===== config.mk =====
export PLATFORM = sky130hd
export DESIGN_NAME = sdram_arbiter
export DESIGN_NICKNAME = d
export VERILOG_FILES = /design/src/rtl/sdram_arbiter.sv
export SDC_FILE = /design/constraint.sdc
export NUM_CORES = 1
export LEC_CHECK = 0
export ABC_AREA = 1
export ABC_CLOCK_PERIOD_IN_PS = 1300
export CORE_MARGIN = 5
export CORE_UTILIZATION = 30
export DETAILED_ROUTE_END_ITERATION = 6
export PLACE_DENSITY = 0.93
export REMOVE_ABC_BUFFERS = 1
export SLEW_MARGIN = 20
export SYNTH_ARGS = -nofsm -noshare
export SYNTH_HDL_FRONTEND = slang
export SYNTH_SLANG_ARGS = --single-unit

===== constraint.sdc =====
create_clock -name sys_clk -period 1.3 [get_ports sys_clk]
set_input_delay 0.13 -clock sys_clk [delete_from_list [all_inputs] [get_ports sys_clk]]
set_output_delay 0.13 -clock sys_clk [all_outputs]
set_load 0.01 [all_outputs]

===== src/rtl/sdram_arbiter.sv =====
// Shared SDRAM sequencer: owns the refresh timer, grants init/refresh/write/read
// one at a time and muxes the granted source onto the SDRAM pins.
module sdram_arbiter #(
  parameter int REF_CYCLES = 750,
  parameter int CNT_W      = 10
) (
  input  logic        sys_clk,
  input  logic        sys_rst,
  input  logic        init_end,
  input  logic [3:0]  init_cmd,
  input  logic [1:0]  init_ba,
  input  logic [12:0] init_addr,
  input  logic [3:0]  aref_cmd,
  input  logic [12:0] aref_addr,
  input  logic        aref_end,
  input  logic        wr_req,
  input  logic [3:0]  wr_cmd,
  input  logic [1:0]  wr_ba,
  input  logic [12:0] wr_addr,
  input  logic [15:0] wr_data,
  input  logic        wr_dq_oe,
  input  logic        wr_end,
  input  logic        rd_req,
  input  logic [3:0]  rd_cmd,
  input  logic [1:0]  rd_ba,
  input  logic [12:0] rd_addr,
  input  logic        rd_end,
  output logic        aref_req,
  output logic        aref_en,
  output logic        wr_en,
  output logic        rd_en,
  output logic        sdram_cke,
  output logic        sdram_cs_n,
  output logic        sdram_ras_n,
  output logic        sdram_cas_n,
  output logic        sdram_we_n,
  output logic [1:0]  sdram_ba,
  output logic [12:0] sdram_addr,
  output logic [15:0] sdram_dq_out,
  output logic        sdram_dq_oe
);

  typedef enum logic [2:0] {INIT, ARBIT, AREF, WRITE, READ} state_t;

  localparam logic [3:0]       CMD_NOP  = 4'b0111;
  localparam logic [CNT_W-1:0] REF_LAST = CNT_W'(REF_CYCLES - 1);

  state_t           state, state_nxt;
  logic [CNT_W-1:0] ref_cnt;
  logic             ref_wrap;
  logic             aref_clr;
  logic             last_wr;   // 1: last data grant was WRITE
  logic [3:0]       cmd;

  assign ref_wrap = (state != INIT) && (ref_cnt == REF_LAST);

  always_ff @(posedge sys_clk) begin
    if (sys_rst) begin
      state    <= INIT;
      ref_cnt  <= '0;
      aref_req <= 1'b0;
      last_wr  <= 1'b0;
    end else begin
      state <= state_nxt;
      if (state == INIT || ref_wrap) ref_cnt <= '0;
      else                           ref_cnt <= ref_cnt + 1'b1;
      // a wrap on the same cycle as the grant re-arms the request
      if (ref_wrap)      aref_req <= 1'b1;
      else if (aref_clr) aref_req <= 1'b0;
      if (state == ARBIT && state_nxt == WRITE)     last_wr <= 1'b1;
      else if (state == ARBIT && state_nxt == READ) last_wr <= 1'b0;
    end
  end

  always_comb begin
    state_nxt = state;
    aref_clr  = 1'b0;
    case (state)
      INIT:  if (init_end) state_nxt = ARBIT;
      ARBIT: begin
        if (aref_req) begin
          state_nxt = AREF;
          aref_clr  = 1'b1;
        end else if (wr_req && rd_req) state_nxt = last_wr ? READ : WRITE;
        else if (wr_req)               state_nxt = WRITE;
        else if (rd_req)               state_nxt = READ;
      end
      AREF:  if (aref_end) state_nxt = ARBIT;
      WRITE: if (wr_end)   state_nxt = ARBIT;
      READ:  if (rd_end)   state_nxt = ARBIT;
      default: state_nxt = INIT;
    endcase
  end

  assign aref_en   = (state == AREF);
  assign wr_en     = (state == WRITE);
  assign rd_en     = (state == READ);
  assign sdram_cke = 1'b1;

  always_comb begin
    cmd          = CMD_NOP;
    sdram_ba     = '0;
    sdram_addr   = '0;
    sdram_dq_out = '0;
    sdram_dq_oe  = 1'b0;
    case (state)
      INIT: begin
        cmd        = init_cmd;
        sdram_ba   = init_ba;
        sdram_addr = init_addr;
      end
      AREF: begin
        cmd        = aref_cmd;
        sdram_addr = aref_addr;
      end
      WRITE: begin
        cmd          = wr_cmd;
        sdram_ba     = wr_ba;
        sdram_addr   = wr_addr;
        sdram_dq_out = wr_data;
        sdram_dq_oe  = wr_dq_oe;
      end
      READ: begin
        cmd        = rd_cmd;
        sdram_ba   = rd_ba;
        sdram_addr = rd_addr;
      end
      default: ;
    endcase
  end

  assign {sdram_cs_n, sdram_ras_n, sdram_cas_n, sdram_we_n} = cmd;

endmodule


---- Word level (Yosys, flattened, before mapping) ----
Cells that the tools add are included.
operators by class
  equality and inequality tests ........... 7
  muxes and demuxes ....................... 21
  bitwise gates (word level) .............. 0
  shift operators ......................... 0
  div/mod/pow operators ................... 0
  $mul .................................... 0
  add/sub/neg operators ................... 1
  reduce and logical (&&, ||, !) cells .... 10
  magnitude comparators ................... 0
operator list
  kind                   number
  $pmux 13 s4            1
  $mux 3                 9
  $mux 16                1
  $pmux 4 s4             1
  $pmux 3 s5             1
  $add 10x1->10 const B  1
  $eq 10x10->1 const B   1
  $eq 3x2->1 const B     3
  $mux 1                 7
  $eq 3x3->1 const B     2
  $pmux 2 s3             1
  $logic_and 1x1->1      4
  $reduce_bool 2->1      2
  $eq 3x1->1 const B     1
  $logic_not 3->1        1
  $reduce_bool 3->1      1
  $reduce_or 2->1        1
  $logic_or 1x1->1       1
word-level totals
  flip-flop bits (word level) ............. 15
  output and inout bits ................... 41
  RAM bits ................................ 0
  input bits .............................. 99
  memories ................................ 0
  latch bits .............................. 0
  memory bits (read-only) ................. 0

---- Longest topological paths before layout ----
Gate-level depths: netlist of the first run.
  word-level depth ........................ 9
  depth in mapped cells ................... 8

---- Worst setup path before layout of the first run ----
No wires, ideal clock.
  path kind ............................... flip-flop to flip-flop
  start point ............................. register ref_cnt[0]
  end point ............................... register ref_cnt[6]
  buffers on the path ..................... 0
  clock period less this slack ............ 1.203 ns
  path slack .............................. 0.097 ns
  library setup time ...................... 0.120 ns
  cell stages (with the launch flop) ...... 7
  arrival time ............................ 1.083 ns
  path through ............................ dfxtp_1 ha_1 nand2_1 nor2_1 nand3_1 xor2_1 nor2_1
on the way
  cells in the longest elaborated chain, start to end .. 4
  elaborated cells on any way between the ends .. 5
  classes of those cells .................. add/sub: 1; eq/ne: 1; reduce/logical: 3
ends and longest elaborated chain
  item                                                                   RTL line  text
  from (decl)                                                            49        logic [CNT_W-1:0] ref_cnt;
  from (signal assigned)                                                 66        else ref_cnt <= ref_cnt + 1'b1;
  parallel branches: the longest is 4 deep, another holds $add 10x1->10  --
Parallel ways; which one is timed is not known.
A chain may end at the register's enable or synchronous reset.

---- Final worst setup path of the first run ----
  start point ............................. register state[2]
  end point ............................... output sdram_we_n
on the way
  cells in the longest elaborated chain, start to end .. 2
  elaborated cells on any way between the ends .. 5
  classes of those cells .................. eq/ne: 3; mux: 1; reduce/logical: 1
ends and longest elaborated chain
  item                                      RTL line  text
  from (decl)                               48        state_t state, state_nxt;
  from (signal assigned)                    64        state <= state_nxt;
  $eq 3x3->1, or another cell as far along  106       case (state)
  $pmux 4 s4 *                              106
  to (decl)                                 36        output logic sdram_we_n,
Every way passes the cells marked *; elsewhere a longest branch is shown, timed or not.

==> impl_metrics.yaml, run 1 <==
clock_tree:
  tritoncts.num_buffers: 3
  tritoncts: "built"
  cts-hold-fix-buffers: 0
  clock_tree.buffer_depth: 2
  h-tree-depth: 1
  cts.sink_count: 15
  clock_latency_late_sink_ps: 250
  clk_root_buffer_cell: "clkbuf_8"
  clk_pin_slew_ps: 60
synthesis:
  avgSynthCellArea_sq_um: 5.64
  ys_async_sr_fraction: 0
  synth_area_sq_um: 1420
  synth_area_leader_cell: "nand2_1"
  synthMostInstantiatedCell: "nand2_1"
  synth_top_flop_cell: "dfxtp_1"
  post_synth_most_frequent_cells: "nand2_1 (97), nor2_1 (30), inv_1 (28)"
  synth_seq_area_share: 0.211
  postSynthRegisterBits: 15
  netlist_top_cells_area: "nand2_1 (26%), dfxtp_1 (21%), nor2_1 (7.9%)"
  number_of_distinct_library_cell_variants_in_the_gate_level_netlist_after_synthesis: 28
  synth_edf_count: 0
  synth.yosys.warnings: 0
  netlist.area_leader.share: 0.256
  post_synth_inst_count: 252
grt:
  globalRouteOverflowTotal: 0
  antenna_found_initial: 0
  grt.busiest_layer: "met2"
  grt_start_max_net_pins: 19
  first_global_vias: 2338
  gr-usage-met3: 0.0669
  first_pass_grt_wire_length_um: 11400
  grt_use_met1: 0.213
  track_usage: 0.230
  use_met2: 0.452
worst_setup_path:
  worstPathRequired_ps: 1170
  timing.critical_path.arrival_ps: 1490
  timing.reg2reg.setup_slack_ps: 60
  crit_family: "buffers and inverters"
  r2r_end: "ref_cnt[6]"
  startpoint_type: "flop"
  type_of_the_worst_setup_path: "flop to output pin"
  cp-end-kind: "output pin"
  ff2ff_path_depth: 5
  slowest_stage: "dfxtp_2"
  reg2reg_from: "ref_cnt[3]"
  critical_path_peak_fanout: 5
  path_buf_inv: 4
  worstPathCellList: "inv_4 -> buf_6 -> nor2_4 -> buf_12 -> nand2_2 -> nand2_2 -> a21oi_2 -> nand3_1 -> buf_2"
  crit_top_cell: "nand2_2"
  slowest_delay_ps: 350
floorplanning:
  die_area_sq_um: 6210
  initial_utilization: 0.305
  fp-row-count: 25
  ios: 140
  die_width_um: 78.8
  dieHeight_um: 78.8
  core_area_sq_um: 4660
timing:
  rsz0062_at_grt: "true"
  report.final.slew_viol_count: 0
  upper_clock_frequency_limit_mhz: 617
  hold_viol_final: 0
  setup-tns-final_ps: -6060
  setup_violations: 39
  post-route-worst-setup-slack_ps: -322
  fin_skew_ps: 3.13
  min_period_over_period: 1.25
  post-route-min-period_ps: 1620
route:
  route.detailed.wl_per_inst_um: 17.0
  wirelength_um: 7980
  antenna_violating_nets_post_route: 0
  via_per_inst: 5.00
  drt_iter0_drc: 120
  count_of_tritonroute_iterations_in_the_first_routing_pass: 4
  drc: 0
  detailroute.via_count: 2350
cells_and_area:
  areaGrowthSynthToFinish_pct: 131
  diodes: 0
  num-nets-final: 518
  nFillCells: 329
  final_layout_size_suffix_gt1_frac: 0.344
pwr:
  pwr_density_cell_nw_per_um2: 563
  power.leakage_nw: 1.51
  design_power_total_mw: 1.84
  peakVddDrop_uv: 389
placement:
  gpl.final_weighted_congestion: 0.906
  place.detailed.hpwl_um: 5370
  port_buffers: 138
flow_run:
  maxCapViolCount: 0
run_status:
  failed_checks: "setup timing"
  status: "finished, violations left"
worst_hold_path:
  worst_hold_path_type: "flop to flop"
  whs_path_depth: 2
  timing.hold.worst_endpoint: "last_wr"
  hold_crit_start: "last_wr"
[stage by stage]
stage	utilization	hold slack [ps]	worst slack, ps	area [sq um]	cells
3_5_place_dp	0.643	471	-469	3000	455
2_1_floorplan	-	197	-162	1350	243
4_1_cts	0.673	481	-281	3140	468
6_report	0.703	477	-322	3280	470
5_1_grt	0.703	501	-377	3280	470
3_3_place_gp	0.643	461	-397	3000	455
[layout by cell type (no fill, tap or decap), types with 2 or more instances in the layout]
cell             instances
dfxtp_2                  2
nor2_2                  16
buf_2                   32
nand4_1                 16
inv_1                   28
nand3_2                  4
nand3_1                 11
nand2_1                 74
buf_4                   15
nand2_2                 19
clkdlybuf4s50_1         98
xor2_1                   3
o21ai_0                  3
dfxtp_1                 11
nand2_4                  6
inv_4                    3
nor2_4                   4
clkbuf_8                 3
ha_1                     2
dfxtp_4                  2
buf_12                   7
xnor2_1                  2
buf_6                   15
nor2_1                  16
a21oi_2                  7
nand3_4                  2
[routing by layer]
layer | share of wire | vias to the layer above
li1 | - | 1113
met1 | 0.33 | 1055
met2 | 0.53 | 137
met3 | 0.086 | 45
met4 | 0.055 | 0
met5 | 0 | -
[report_power, final]
part / leakage [nW] / switching, mW / internal [mW]
clock: 0.0255 / 0.162 / 0.212
combinational: 1.36 / 0.430 / 0.559
sequential: 0.124 / 0.0102 / 0.471
[worst min-delay path: cells and delay by family, from the launching register on]
| kind | cells | cell delay (ps) |
|---|---|---|
| AND/OR/NAND/NOR | 2 | 130 |
| flip-flops | 1 | 310 |
[state kept, by name, summed over array words and instances, names as in the netlist]
signal,flops
last_wr,1
state,3
ref_cnt,10
aref_req,1
[cells by family (layout without fill, tap and decap cells)]
family                     after synthesis  count (layout)  share of synthesized area
buffers and inverters                   42             206                      0.137
and+or+nand+nor                        174             174                      0.542
other                                    1               1                    0.00264
xor gates and xnor gates                 5               5                     0.0308
DFF                                     15              15                      0.211
AOI/OAI and AO/OA                       13              13                     0.0582
adders and majority gates                2               2                     0.0176
[worst max-delay path by stage]
| stage | endpoint | cells past startpoint | from |
|---|---|---|---|
| finish | sdram_we_n | 9 | state[2] |
| global route | sdram_we_n | 9 | state[2] |
| CTS | sdram_addr[6] | 8 | state[0] |
| detailed placement | sdram_cs_n | 7 | state[0] |
| global placement | sdram_ras_n | 7 | state[0] |
| floorplan | sdram_cas_n | 7 | state[1] |
[layout make-up]
type	instances	area, sq um	share of cell area
Sequential cell	15	310	0.0947
Clock inverter	1	5.00	0.00153
Multi-Input combinational cell	195	1120	0.341
Inverter	33	136	0.0416
Timing Repair Buffer	169	1600	0.488
Clock buffer	3	41.3	0.0126
Tap cell	54	67.6	0.0206
[repair_timing]
action | 4_1_cts | 5_1_grt
resized for setup | 207 | 41
hold endpoints to repair | 0 | 0
pin swaps | 6 | 11
cloned | 2 | 1
setup endpoints to repair | 40 | 53
setup buffers | 8 | 3
Power figures use the tool's default switching activity.
==> inputs of run 2 (changes only) <==
--- a/config.mk
+++ b/config.mk
@@ -12,6 +12,7 @@
 export DETAILED_ROUTE_END_ITERATION = 6
 export PLACE_DENSITY = 0.93
 export REMOVE_ABC_BUFFERS = 1
+export SETUP_SLACK_MARGIN = 0.2
 export SLEW_MARGIN = 20
 export SYNTH_ARGS = -nofsm -noshare
 export SYNTH_HDL_FRONTEND = slang
==> impl_metrics.yaml, run 2 (same netlist as run 1, synthesis figures left out) <==
cells_and_area:
  postLayoutCoreUtil: 0.804
  max_flop_register: "ref_cnt"
  largest_register_ffs: 10
  final_layout_size_suffix_gt1_frac: 0.421
  diodes: 0
  mostFrequentLayoutCell: "clkdlybuf4s50_1"
  final-instance-count-excl-fill: 479
  num-nets-final: 527
  areaGrowthSynthToFinish_pct: 164
  most-common-layout-cells: "clkdlybuf4s50_1 (98), nand2_1 (73), buf_6 (38), inv_1 (26), buf_2 (21)"
  nFillCells: 201
  reg_top3: "ref_cnt x10, state x3"
route:
  drc: 0
  detail_route.wirelength.met1_um: 3350
  highest_layer: "met4"
  met3RoutedLength_um: 1020
  antenna_violating_nets_post_route: 0
  detailroute.via_count: 2643
  drt_iter0_drc: 242
  route.detailed.wl_per_inst_um: 22.0
  wirelength_um: 10500
  count_of_tritonroute_iterations_in_the_first_routing_pass: 5
  via_per_inst: 5.52
  routed-wl-met2_um: 5290
floorplanning:
  dieHeight_um: 78.8
  fp-row-count: 25
  die_width_um: 78.8
  initial_utilization: 0.305
  ios: 140
  core_area_sq_um: 4660
  die_area_sq_um: 6210
worst_setup_path:
  slowest_delay_ps: 350
  cp-end-kind: "output pin"
  path_buf_inv: 5
  crit_family: "buffers and inverters"
  worstPathRequired_ps: 1170
  critical_path_peak_fanout: 5
  type_of_the_worst_setup_path: "flop to output pin"
  slowest_stage: "dfxtp_2"
  worstPathCellList: "inv_4 -> buf_6 -> nor2_4 -> buf_12 -> buf_16 -> nand2_2 -> nand4_1 -> buf_2"
  timing.critical_path.arrival_ps: 1540
  startpoint_type: "flop"
timing:
  post-route-min-period_ps: 1670
  hold_viol_final: 0
  timing.hold.ws_ps: 492
  setup-tns-final_ps: -9730
  rsz0062_at_grt: "true"
  setup_violations: 42
  min_period_over_period: 1.29
  upper_clock_frequency_limit_mhz: 598
  post-route-worst-setup-slack_ps: -372
  report.final.slew_viol_count: 0
  fin_skew_ps: 2.52
run_status:
  failed_checks: "setup timing"
  status: "finished, violations left"
grt:
  first_pass_grt_wire_length_um: 12200
  globalRouteOverflowTotal: 0
  track_usage: 0.249
  first_global_vias: 2430
  grt_start_max_net_pins: 19
  antenna_found_initial: 0
pwr:
  peakVddDrop_uv: 810
  design_power_total_mw: 1.97
  pwr_density_cell_nw_per_um2: 527
  power.leakage_nw: 1.64
clock_tree:
  tritoncts.num_buffers: 3
  h-tree-depth: 1
  clock_tree.buffer_depth: 2
  cts.sink_count: 15
  clock_latency_late_sink_ps: 250
  tritoncts: "built"
  clk_pin_slew_ps: 60
  cts-hold-fix-buffers: 0
  clk_root_buffer_cell: "clkbuf_8"
placement:
  gpl.final_weighted_congestion: 0.906
  place.detailed.hpwl_um: 5370
  port_buffers: 138
  place_inst: 455
worst_hold_path:
  worst_hold_path_type: "flop to flop"
flow_run:
  maxCapViolCount: 0
==> run 2: what timing repair did <==
action	CTS	global route
pin swaps	25	21
buffers inserted	10	4
resized for setup	240	89
setup endpoints to repair	55	54
gates cloned	3	3
==> run 2: path summary, 6_finish.rpt <==
check	start	to	slack, ps	cells past startpoint
setup reg to reg	state[2]	last_wr	-100	10
hold reg to reg	aref_req	aref_req	490	2
hold / removal	aref_req	aref_req	490	2
setup / recovery	state[2]	sdram_addr[0]	-370	8
==> run 2: tightest hold or removal path: stages, from the launching register on <==
cell and delay, ps:
dfxtp_1 320, nand2_1 80, o21ai_2 50
==> run 2: final cells by class <==
class                   count  area, sq um  area share
clock buffers               3         41.3      0.0110
clock inverters             1         5.00     0.00134
flip-flops and latches     15          323      0.0861
well taps                  54         67.6      0.0180
inverters                  33          136      0.0364
repair buffers            177         1820       0.486
multi-input cells         196         1360       0.361
==> run 2: layer usage <==
layer,GRT usage,up-vias
li1,-,1138
met3,0.0726,80
met2,0.477,194
met5,0,-
met4,0.157,0
met1,0.225,1231
==> run 2: power breakdown <==
group          internal, mW  switching, mW  total [mW]
clock                 0.213          0.168       0.381
combinational         0.601          0.508        1.11
sequential            0.468         0.0167       0.485
==> run 2: per-stage QoR <==
| step | instance area, sq um | setup WS (ps) |
|---|---|---|
| floorplan | 1350 | -162 |
| global placement | 3000 | -397 |
| detailed placement | 3000 | -469 |
| CTS | 3310 | -281 |
| global route | 3750 | -410 |
| finish | 3750 | -372 |
==> inputs of run 3 (changes only) <==
--- a/config.mk
+++ b/config.mk
@@ -10,7 +10,7 @@
 export CORE_MARGIN = 5
 export CORE_UTILIZATION = 30
 export DETAILED_ROUTE_END_ITERATION = 6
-export PLACE_DENSITY = 0.93
+export PLACE_DENSITY = 0.8
 export REMOVE_ABC_BUFFERS = 1
 export SETUP_SLACK_MARGIN = 0.2
 export SLEW_MARGIN = 20
==> constraint.sdc (replaced) <==
create_clock -name sys_clk -period 1.3 [get_ports sys_clk]
set_input_delay 0.26 -clock sys_clk [delete_from_list [all_inputs] [get_ports sys_clk]]
set_output_delay 0.26 -clock sys_clk [all_outputs]
set_load 0.01 [all_outputs]
==> impl_metrics.yaml, run 3 (same netlist as run 1, synthesis figures left out) <==
cells_and_area:
  reg_top3: "ref_cnt x10, state x3"
  final_layout_size_suffix_gt1_frac: 0.390
  num-nets-final: 533
  areaGrowthSynthToFinish_pct: 155
  largest_register_ffs: 10
  max_flop_register: "ref_cnt"
  final_cell_area_sq_um: 3620
  diodes: 0
  nFillCells: 288
  final-instance-count-excl-fill: 485
  most-common-layout-cells: "clkdlybuf4s50_1 (98), nand2_1 (82), buf_6 (39), inv_1 (28), nor2_4 (20)"
  mostFrequentLayoutCell: "clkdlybuf4s50_1"
worst_setup_path:
  critical_path_peak_fanout: 8
  slowest_delay_ps: 370
  reg2reg_from: "state[0]"
  cp-end-kind: "output pin"
  startpoint_type: "flop"
  type_of_the_worst_setup_path: "flop to output pin"
  timing.reg2reg.setup_slack_ps: -130
  timing.critical_path.arrival_ps: 1480
  r2r_end: "last_wr"
  worstPathRequired_ps: 1040
  worstPathCellList: "inv_4 -> nand2_4 -> nor2_4 -> buf_6 -> buf_8 -> nand2_1 -> nand4_1 -> buf_2"
  slowest_stage: "dfxtp_4"
  ff2ff_path_depth: 9
route:
  route.detailed.wl_per_inst_um: 18.2
  drc: 0
  detailroute.via_count: 2449
  via_per_inst: 5.05
  antenna_violating_nets_post_route: 0
  count_of_tritonroute_iterations_in_the_first_routing_pass: 4
  wirelength_um: 8820
  drt_iter0_drc: 88
timing:
  min_period_over_period: 1.34
  fin_skew_ps: 5.30
  timing.hold.ws_ps: 455
  rsz0062_at_grt: "true"
  setup_violations: 44
  report.final.slew_viol_count: 0
  setup-tns-final_ps: -11910
  hold_viol_final: 0
  upper_clock_frequency_limit_mhz: 575
  post-route-worst-setup-slack_ps: -438
  post-route-min-period_ps: 1740
clock_tree:
  clk_pin_slew_ps: 60
  clock_tree.buffer_depth: 2
  h-tree-depth: 1
  clock_latency_late_sink_ps: 250
  clk_root_buffer_cell: "clkbuf_8"
  tritoncts: "built"
  cts.sink_count: 15
  cts-hold-fix-buffers: 0
  tritoncts.num_buffers: 3
floorplanning:
  ios: 140
  die_width_um: 78.8
  fp-row-count: 25
  die_area_sq_um: 6210
  initial_utilization: 0.305
  dieHeight_um: 78.8
  core_area_sq_um: 4660
grt:
  grt_start_max_net_pins: 19
  grt.busiest_layer: "met2"
  globalRouteOverflowTotal: 0
  gr-usage-met3: 0.0431
  antenna_found_initial: 0
  use_met2: 0.398
  first_pass_grt_wire_length_um: 10700
  grt_use_met1: 0.252
  first_global_vias: 2107
  track_usage: 0.219
flow_run:
  maxCapViolCount: 0
placement:
  gpl.final_weighted_congestion: 0.926
  place.detailed.hpwl_um: 5720
  place_inst: 460
  dpl-instance-area_sq_um: 3020
  port_buffers: 138
worst_hold_path:
  hold_crit_start: "last_wr"
  worst_hold_path_type: "flop to flop"
  whs_path_depth: 2
  timing.hold.worst_endpoint: "last_wr"
pwr:
  peakVddDrop_uv: 565
  power.leakage_nw: 1.57
  pwr_density_cell_nw_per_um2: 540
run_status:
  failed_checks: "setup timing"
  status: "finished, violations left"
## run 3: cell count changes in the layout (fill, tap and decap cells not counted), sizes merged
cell	change
buf	+6
clkdlybuf4s15	+1
dlygate4sd2	-1
## run 3: metal layers
layer  vias to the layer above  wire [um]
li1                       1142          -
met1                      1161       3110
met2                       111       4610
met3                        35        700
met4                         0        402
met5                         -          0
## run 3: worst max path at each step
stage | from | endpoint | slack, ps
3_3_place_gp | state[0] | sdram_addr[6] | -550
2_1_floorplan | state[1] | sdram_cas_n | -290
5_1_grt | state[0] | sdram_addr[3] | -500
4_1_cts | state[1] | sdram_addr[6] | -380
6_report | state[0] | sdram_addr[3] | -440
3_5_place_dp | state[0] | sdram_addr[6] | -560
## run 3: critical path, delay by kind of cell (launching register included)
kind | cells | cell delay, ps
buffers and inverters | 4 | 500
DFF | 1 | 370
and+or+nand+nor | 4 | 350
## run 3: area by class of cell
| cell class | count | area [sq um] | area share |
|---|---|---|---|
| sequential | 15 | 315 | 0.0870 |
| timing repair buffer | 183 | 1840 | 0.508 |
| clock buffer | 3 | 41.3 | 0.0114 |
| inverter | 33 | 136 | 0.0377 |
| multi-input combinational | 196 | 1220 | 0.336 |
| clock inverter | 1 | 5.00 | 0.00138 |
| tap | 54 | 67.6 | 0.0187 |
## run 3: what timing repair did
item / CTS / global route
endpoints found under the setup margin: 55 / 54
buffers inserted: 10 / 7
pin swaps: 10 / 14
gates resized for setup: 194 / 105
gates cloned: 1 / 3
## run 3: power by group
part / total [mW] / switching, mW / internal (mW)
Combinational: 1.09 / 0.467 / 0.623
Sequential: 0.487 / 0.0164 / 0.471
Clock: 0.377 / 0.165 / 0.212
Total: 1.95 / 0.648 / 1.31
## run 3: stage by stage
stage                     power [mW]  utilization  setup slack [ps]
after CTS                       1.79        0.688              -382
after global routing            2.05        0.777              -504
after detailed placement        1.40        0.649              -561
after floorplan                0.762            -              -292
after global placement          1.40        0.649              -549
final                           1.95        0.777              -438
